`src/rtl/ifu_fetch_stage.sv`:
```
// Instruction-fetch stage: PC, single-outstanding imem port, static predictor, skid buffer and IF/ID register.
// Define YSYX_25060170_IFU_STATIC_BPU_EN to predict backward conditional branches taken.
module ifu_fetch_stage #(
  parameter int              XLEN     = 32,
  parameter logic [XLEN-1:0] RESET_PC = 32'h8000_0000
) (
  input  logic            clk,
  input  logic            rst,
  output logic            imem_req_o,
  output logic [XLEN-1:0] imem_addr_o,
  input  logic            imem_gnt_i,
  input  logic            imem_rvalid_i,
  input  logic [31:0]     imem_rdata_i,
  output logic [31:0]     inst_o,
  output logic [XLEN-1:0] pc_o,
  output logic            bpu_jump_o,
  output logic            if_valid_o,
  input  logic            id_ready_i,
  input  logic            id_stall_i,
  input  logic            redirect_i,
  input  logic [XLEN-1:0] redirect_pc_i
);

  typedef enum logic [1:0] {S_IDLE, S_REQ, S_WAIT, S_HOLD} state_t;

  localparam logic [6:0] OP_JAL    = 7'b1101111;
  localparam logic [6:0] OP_BRANCH = 7'b1100011;

  state_t          r_state, w_state_nxt;
  logic            r_drop, w_drop_nxt;
  logic [XLEN-1:0] r_pc;

  logic            r_if_valid, r_bpu;
  logic [31:0]     r_inst;
  logic [XLEN-1:0] r_if_pc;
  logic            r_sk_valid, r_sk_bpu;
  logic [31:0]     r_sk_inst;
  logic [XLEN-1:0] r_sk_pc;

  logic            w_consume, w_redirect, w_capture, w_ifid_free;
  logic            w_is_jal, w_pred_br, w_pred_taken;
  logic [XLEN-1:0] w_imm_j, w_target, w_pc_seq;

  assign w_consume   = r_if_valid & id_ready_i & ~id_stall_i;
  assign w_redirect  = redirect_i & w_consume;
  assign w_ifid_free = ~r_if_valid | w_consume;
  // A response is discarded if it belongs to a flushed request or collides with a redirect.
  assign w_capture   = (r_state == S_WAIT) & imem_rvalid_i & ~r_drop & ~w_redirect;

  assign w_is_jal = (imem_rdata_i[6:0] == OP_JAL);
  assign w_imm_j  = {{(XLEN-20){imem_rdata_i[31]}}, imem_rdata_i[19:12], imem_rdata_i[20],
                     imem_rdata_i[30:21], 1'b0};
  assign w_pc_seq = r_pc + XLEN'(4);

`ifdef YSYX_25060170_IFU_STATIC_BPU_EN
  logic [XLEN-1:0] w_imm_b;
  assign w_imm_b   = {{(XLEN-12){imem_rdata_i[31]}}, imem_rdata_i[7], imem_rdata_i[30:25],
                      imem_rdata_i[11:8], 1'b0};
  assign w_pred_br = (imem_rdata_i[6:0] == OP_BRANCH) & imem_rdata_i[31];
  assign w_target  = r_pc + (w_is_jal ? w_imm_j : w_imm_b);
`else
  assign w_pred_br = 1'b0;
  assign w_target  = r_pc + w_imm_j;
`endif

  assign w_pred_taken = w_is_jal | w_pred_br;

  // NOTE: every combinational output gets a default first so no path can infer a latch.
  always_comb begin
    w_state_nxt = r_state;
    w_drop_nxt  = r_drop;
    unique case (r_state)
      S_IDLE: w_state_nxt = S_REQ;
      S_REQ: begin
        if (imem_gnt_i) begin
          w_state_nxt = S_WAIT;
          w_drop_nxt  = w_redirect;
        end
      end
      S_WAIT: begin
        if (imem_rvalid_i) begin
          w_drop_nxt  = 1'b0;
          w_state_nxt = (w_capture & ~w_ifid_free) ? S_HOLD : S_REQ;
        end else if (w_redirect) begin
          w_drop_nxt  = 1'b1;
        end
      end
      S_HOLD: if (~r_sk_valid | w_consume) w_state_nxt = S_REQ;
      default: w_state_nxt = S_IDLE;
    endcase
  end

  // NOTE: state is updated with non-blocking assignments so all registers see pre-edge values.
  always_ff @(posedge clk) begin
    if (!rst) begin
      r_state <= S_IDLE;
      r_drop  <= 1'b0;
      r_pc    <= RESET_PC;
    end else begin
      r_state <= w_state_nxt;
      r_drop  <= w_drop_nxt;
      if (w_redirect)     r_pc <= redirect_pc_i;
      else if (w_capture) r_pc <= w_pred_taken ? w_target : w_pc_seq;
    end
  end

  // Skid only fills while IF/ID is occupied, so a valid skid always implies a valid IF/ID.
  always_ff @(posedge clk) begin
    if (!rst || w_redirect) begin
      r_if_valid <= 1'b0;
      r_inst     <= '0;
      r_if_pc    <= '0;
      r_bpu      <= 1'b0;
      r_sk_valid <= 1'b0;
      r_sk_inst  <= '0;
      r_sk_pc    <= '0;
      r_sk_bpu   <= 1'b0;
    end else if (w_ifid_free) begin
      if (r_sk_valid) begin
        r_if_valid <= 1'b1;
        r_inst     <= r_sk_inst;
        r_if_pc    <= r_sk_pc;
        r_bpu      <= r_sk_bpu;
        r_sk_valid <= w_capture;
        if (w_capture) begin
          r_sk_inst <= imem_rdata_i;
          r_sk_pc   <= r_pc;
          r_sk_bpu  <= w_pred_br;
        end
      end else begin
        r_if_valid <= w_capture;
        if (w_capture) begin
          r_inst  <= imem_rdata_i;
          r_if_pc <= r_pc;
          r_bpu   <= w_pred_br;
        end
      end
    end else if (w_capture) begin
      r_sk_valid <= 1'b1;
      r_sk_inst  <= imem_rdata_i;
      r_sk_pc    <= r_pc;
      r_sk_bpu   <= w_pred_br;
    end
  end

  assign imem_req_o  = (r_state == S_REQ);
  assign imem_addr_o = r_pc;
  assign inst_o      = r_inst;
  assign pc_o        = r_if_pc;
  assign bpu_jump_o  = r_bpu;
  assign if_valid_o  = r_if_valid;

endmodule

```
`config.mk`:
```
export PLATFORM = sky130hd
export DESIGN_NAME = ifu_fetch_stage
export DESIGN_NICKNAME = d
export VERILOG_FILES = /design/src/rtl/ifu_fetch_stage.sv
export SDC_FILE = /design/constraint.sdc
export NUM_CORES = 1
export LEC_CHECK = 0
export CAP_MARGIN = 40
export CORE_ASPECT_RATIO = 1.75
export CORE_MARGIN = 1
export CORE_UTILIZATION = 39
export DETAILED_ROUTE_END_ITERATION = 8
export PLACE_DENSITY = 0.62
export SYNTH_ARGS = -nofsm -noshare
export SYNTH_HDL_FRONTEND = slang
export SYNTH_SLANG_ARGS = --single-unit
```
`constraint.sdc`:
```
create_clock -name clk -period 3.79 [get_ports clk]
set_input_delay 0.758 -clock clk [delete_from_list [all_inputs] [get_ports clk]]
set_output_delay 0.758 -clock clk [all_outputs]
set_load 0.02 [all_outputs]
```
==> flow_metrics.tcl <==
set metrics [dict create \
    syn_to_final_growth_pct 30.3 \
    num_io_pins 170 \
    tns_ns 0 \
    min_period_ns 3.39 \
    ys_ff_latch 165 \
    grt_pass1_vias 8750 \
    placedCellCount 1589 \
    via_per_inst 5.52 \
    firstDrtPassIters 5 \
    cts-root-buf "clkbuf_16" \
    vias 8956 \
    synthXorXnorAreaFrac_pct 2.72 \
    cts_buffers 17 \
    synth-edff-count 0 \
    rsz0062_at_grt "no" \
    wire_per_inst_um 18.9 \
    cts_sinks 165 \
    initial_core_util_pct 39.7 \
    ir_worst_vdd_v 0.000276 \
    yosys.area_share.simple_pct 19.9 \
    r2r_setup_slack_ns 0.79 \
    grt.total_usage_pct 26.4 \
    syn_area_mm2 0.00902 \
    start_kind "input pin" \
    die_h_um 203 \
    power.switching_w 0.00107 \
    cts_tree "built" \
    syn_area_per_cell_um2 7.78 \
    tightest_slew_ns 0.761 \
    p_sw_share_pct 27.0 \
    status "complete, no violations" \
    postSynthCellCount 1159 \
    fin_cells 1621 \
    slew_headroom_pct 49.3 \
    required_ns 4.12 \
    die_x_um 117 \
    drtAntennaViolNets 0 \
    cts_resized 0 \
    synth_top_family_by_area "compound AO/OA/AOI/OAI gates" \
    p_seq_share_pct 45.0 \
    critPathMaxFanout 3 \
    yosysUniqueCellTypes 66 \
    fin_skew_ns 0.0103 \
    grt_pass1_wl_um 47200 \
    clock_latency_ns 0.43 \
    grt-ovfl-total 0 \
    n_antenna_cell 0 \
    post-place-ws_ns 0.0137 \
    end_kind "flip-flop" \
    final_nets 1415 \
    gp_congestion 0.938 \
    hold_buffers 0 \
    dieArea_mm2 0.0238 \
    synthTopCellsByArea "dfxtp_1 (37%), nand2_1 (8.4%), mux2i_1 (7.2%)" \
    coreArea_mm2 0.0227 \
    synth_mux_area_share_pct 7.21 \
    hp-class "reg -> reg" \
    post-cts-setup-buffers 0 \
    ys_seq_area_share_pct 36.6 \
    clockPowerShare_pct 42.9 \
    wl_um 30600 \
    synth_adder_area_share_pct 5.08 \
    postSynth.topFlopCell "dfxtp_1" \
    max_freq_mhz 295 \
    place_hpwl_um 22600 \
    combPwrFrac_pct 12.1 \
    power.leakage_nw 3.99 \
    async_flop_share_pct 0 \
    final_layout_size_suffix_gt1_share_pct 7.65 \
    final.period_utilization_pct 89.4 \
    clk_pin_slew_worst_paths_ns 0.07 \
    yosys_warnings 0 \
    num_rows 73 \
    setup_viol 0 \
    htree_levels 4 \
    drcViolationCount 0 \
    crit_type "in -> reg" \
    synth_nets 1266 \
    power_density_mw_per_mm2 338 \
    p_int_w 0.00290 \
    arrival_ns 3.72 \
    grt_max_degree 129 \
    synth_compound_area_share_pct 23.8 \
    hold_viol 0 \
    synth_top_area_cell "dfxtp_1" \
    setup_ws_ns 0.400 \
    clockBufferDepth 2 \
    synth_top_cell_area_share_pct 36.6 \
    drt_iter0_markers 580 \
    slew_violations 0 \
    drv_cap 0 \
    antenna_found_initial 0 \
    io_buffers 168 \
]
## Yosys cell counts (all sizes together) (2+ instances only)
cell type / count
nand2: 202
dfxtp: 165
a21oi: 130
nor2: 130
a211oi: 70
clkbuf: 70
mux2i: 65
o21ai: 54
ha: 35
nand3: 28
buf: 20
xnor2: 17
nor3: 15
a21o: 12
inv: 12
a31oi: 11
nand4: 11
xor2: 11
and3: 10
o221ai: 8
a221oi: 7
o21a: 7
nor2b: 6
o211ai: 5
a211o: 3
a311oi: 3
and4: 3
nand2b: 3
nor3b: 3
o2111ai: 3
o21bai: 3
o22ai: 3
o31ai: 3
o41ai: 3
or2: 3
or3: 3
a311o: 2
a41oi: 2
and2: 2
nor4: 2
o32ai: 2
## layout make-up
cell class                 instances  area, um2
fill                            2242      11000
timing repair buffer             220       2110
clock buffer                      20        467
sequential                       165       3310
inverter                          12       45.0
multi-input combinational        892       5340
tap                              300        375
clock inverter                    12        115
## layout by cell type, fill, tap and decap left out, types with 14 or more instances in the layout
cell / count
ha_1: 35
o21ai_0: 46
dfxtp_1: 164
clkbuf_16: 17
xnor2_1: 17
nor3_1: 14
nor2_1: 129
a21oi_1: 128
buf_4: 49
nand2_1: 200
clkdlybuf4s50_1: 168
nand3_1: 28
mux2i_1: 65
a211oi_1: 70
## sequential cells by signal (all words and copies together), names as in the netlist
signal and cells:
if_valid_o 1, r_drop 1, pc_o 32, r_sk_inst 32, r_state 2, imem_addr_o 32
r_sk_valid 1, inst_o 32, r_sk_pc 32
## metrics by stage
stage | cell area (um2) | hold slack [ns] | total power, W | utilization, %
final | 11800 | 0.455 | 0.00397 | 51.7
after global routing | 11800 | 0.473 | 0.00413 | 51.7
after CTS | 11800 | 0.455 | 0.00400 | 51.7
after detailed placement | 11200 | 0.446 | 0.00230 | 49.1
after global placement | 11200 | 0.441 | 0.00230 | 49.1
after floorplan | 9020 | 0.436 | 0.00207 | -
## cells by family (layout without fill, tap and decap cells)
| kind of cell | count (synthesis) | after routing |
|---|---|---|
| flip-flops | 165 | 165 |
| AO/OA/AOI/OAI | 339 | 339 |
| other | 1 | 1 |
| buffers and inverters | 102 | 264 |
| AND/OR/NAND/NOR | 423 | 423 |
| adder cells (fa/ha/maj) | 36 | 36 |
| multiplexers | 65 | 65 |
| XOR/XNOR | 28 | 28 |
## power by group through the flow
| stage | clock (W) | sequential (W) | combinational, W |
|---|---|---|---|
| 2_1_floorplan | 0 | 0.00185 | 0.000219 |
| 3_3_place_gp | 0 | 0.00182 | 0.000479 |
| 3_5_place_dp | 0 | 0.00182 | 0.000480 |
| 4_1_cts | 0.00174 | 0.00178 | 0.000482 |
| 5_1_grt | 0.00182 | 0.00179 | 0.000521 |
| 6_report | 0.00170 | 0.00178 | 0.000481 |
## critical path: stages
cell and delay, ns:
clkdlybuf4s50_1 0.53, ha_1 0.21, inv_1 0.07, fa_1 0.40
nand2b_1 0.20, a21oi_2 0.15, o21ai_1 0.13, buf_4 0.16
a21boi_1 0.17, o2111ai_1 0.17, a221o_1 0.36, o21ai_0 0.08
a21oi_1 0.09, a221oi_1 0.24
## routing by layer
layer	part of all wire, %	routed length [um]	global-route usage (%)
met5	0	0	0
met4	5.8	1780	16.4
met3	3.6	1100	3.48
met2	53	16200	48.5
met1	38	11500	27.7
## worst paths after layout
| path | from | endpoint | cells past startpoint |
|---|---|---|---|
| worst max-delay path | imem_rdata_i[21] | imem_addr_o[19]$_SDFFE_PN0P_ | 14 |
| worst min-delay path | r_sk_pc[26]$_SDFFE_PP0P_ | r_sk_pc[26]$_SDFFE_PP0P_ | 2 |
| worst max register to register | imem_addr_o[2]$_SDFFE_PN0P_ | imem_addr_o[19]$_SDFFE_PN0P_ | 12 |
| worst min register to register | r_sk_pc[26]$_SDFFE_PP0P_ | r_sk_pc[26]$_SDFFE_PP0P_ | 2 |
No activity file was read; power rests on OpenSTA's default activity.
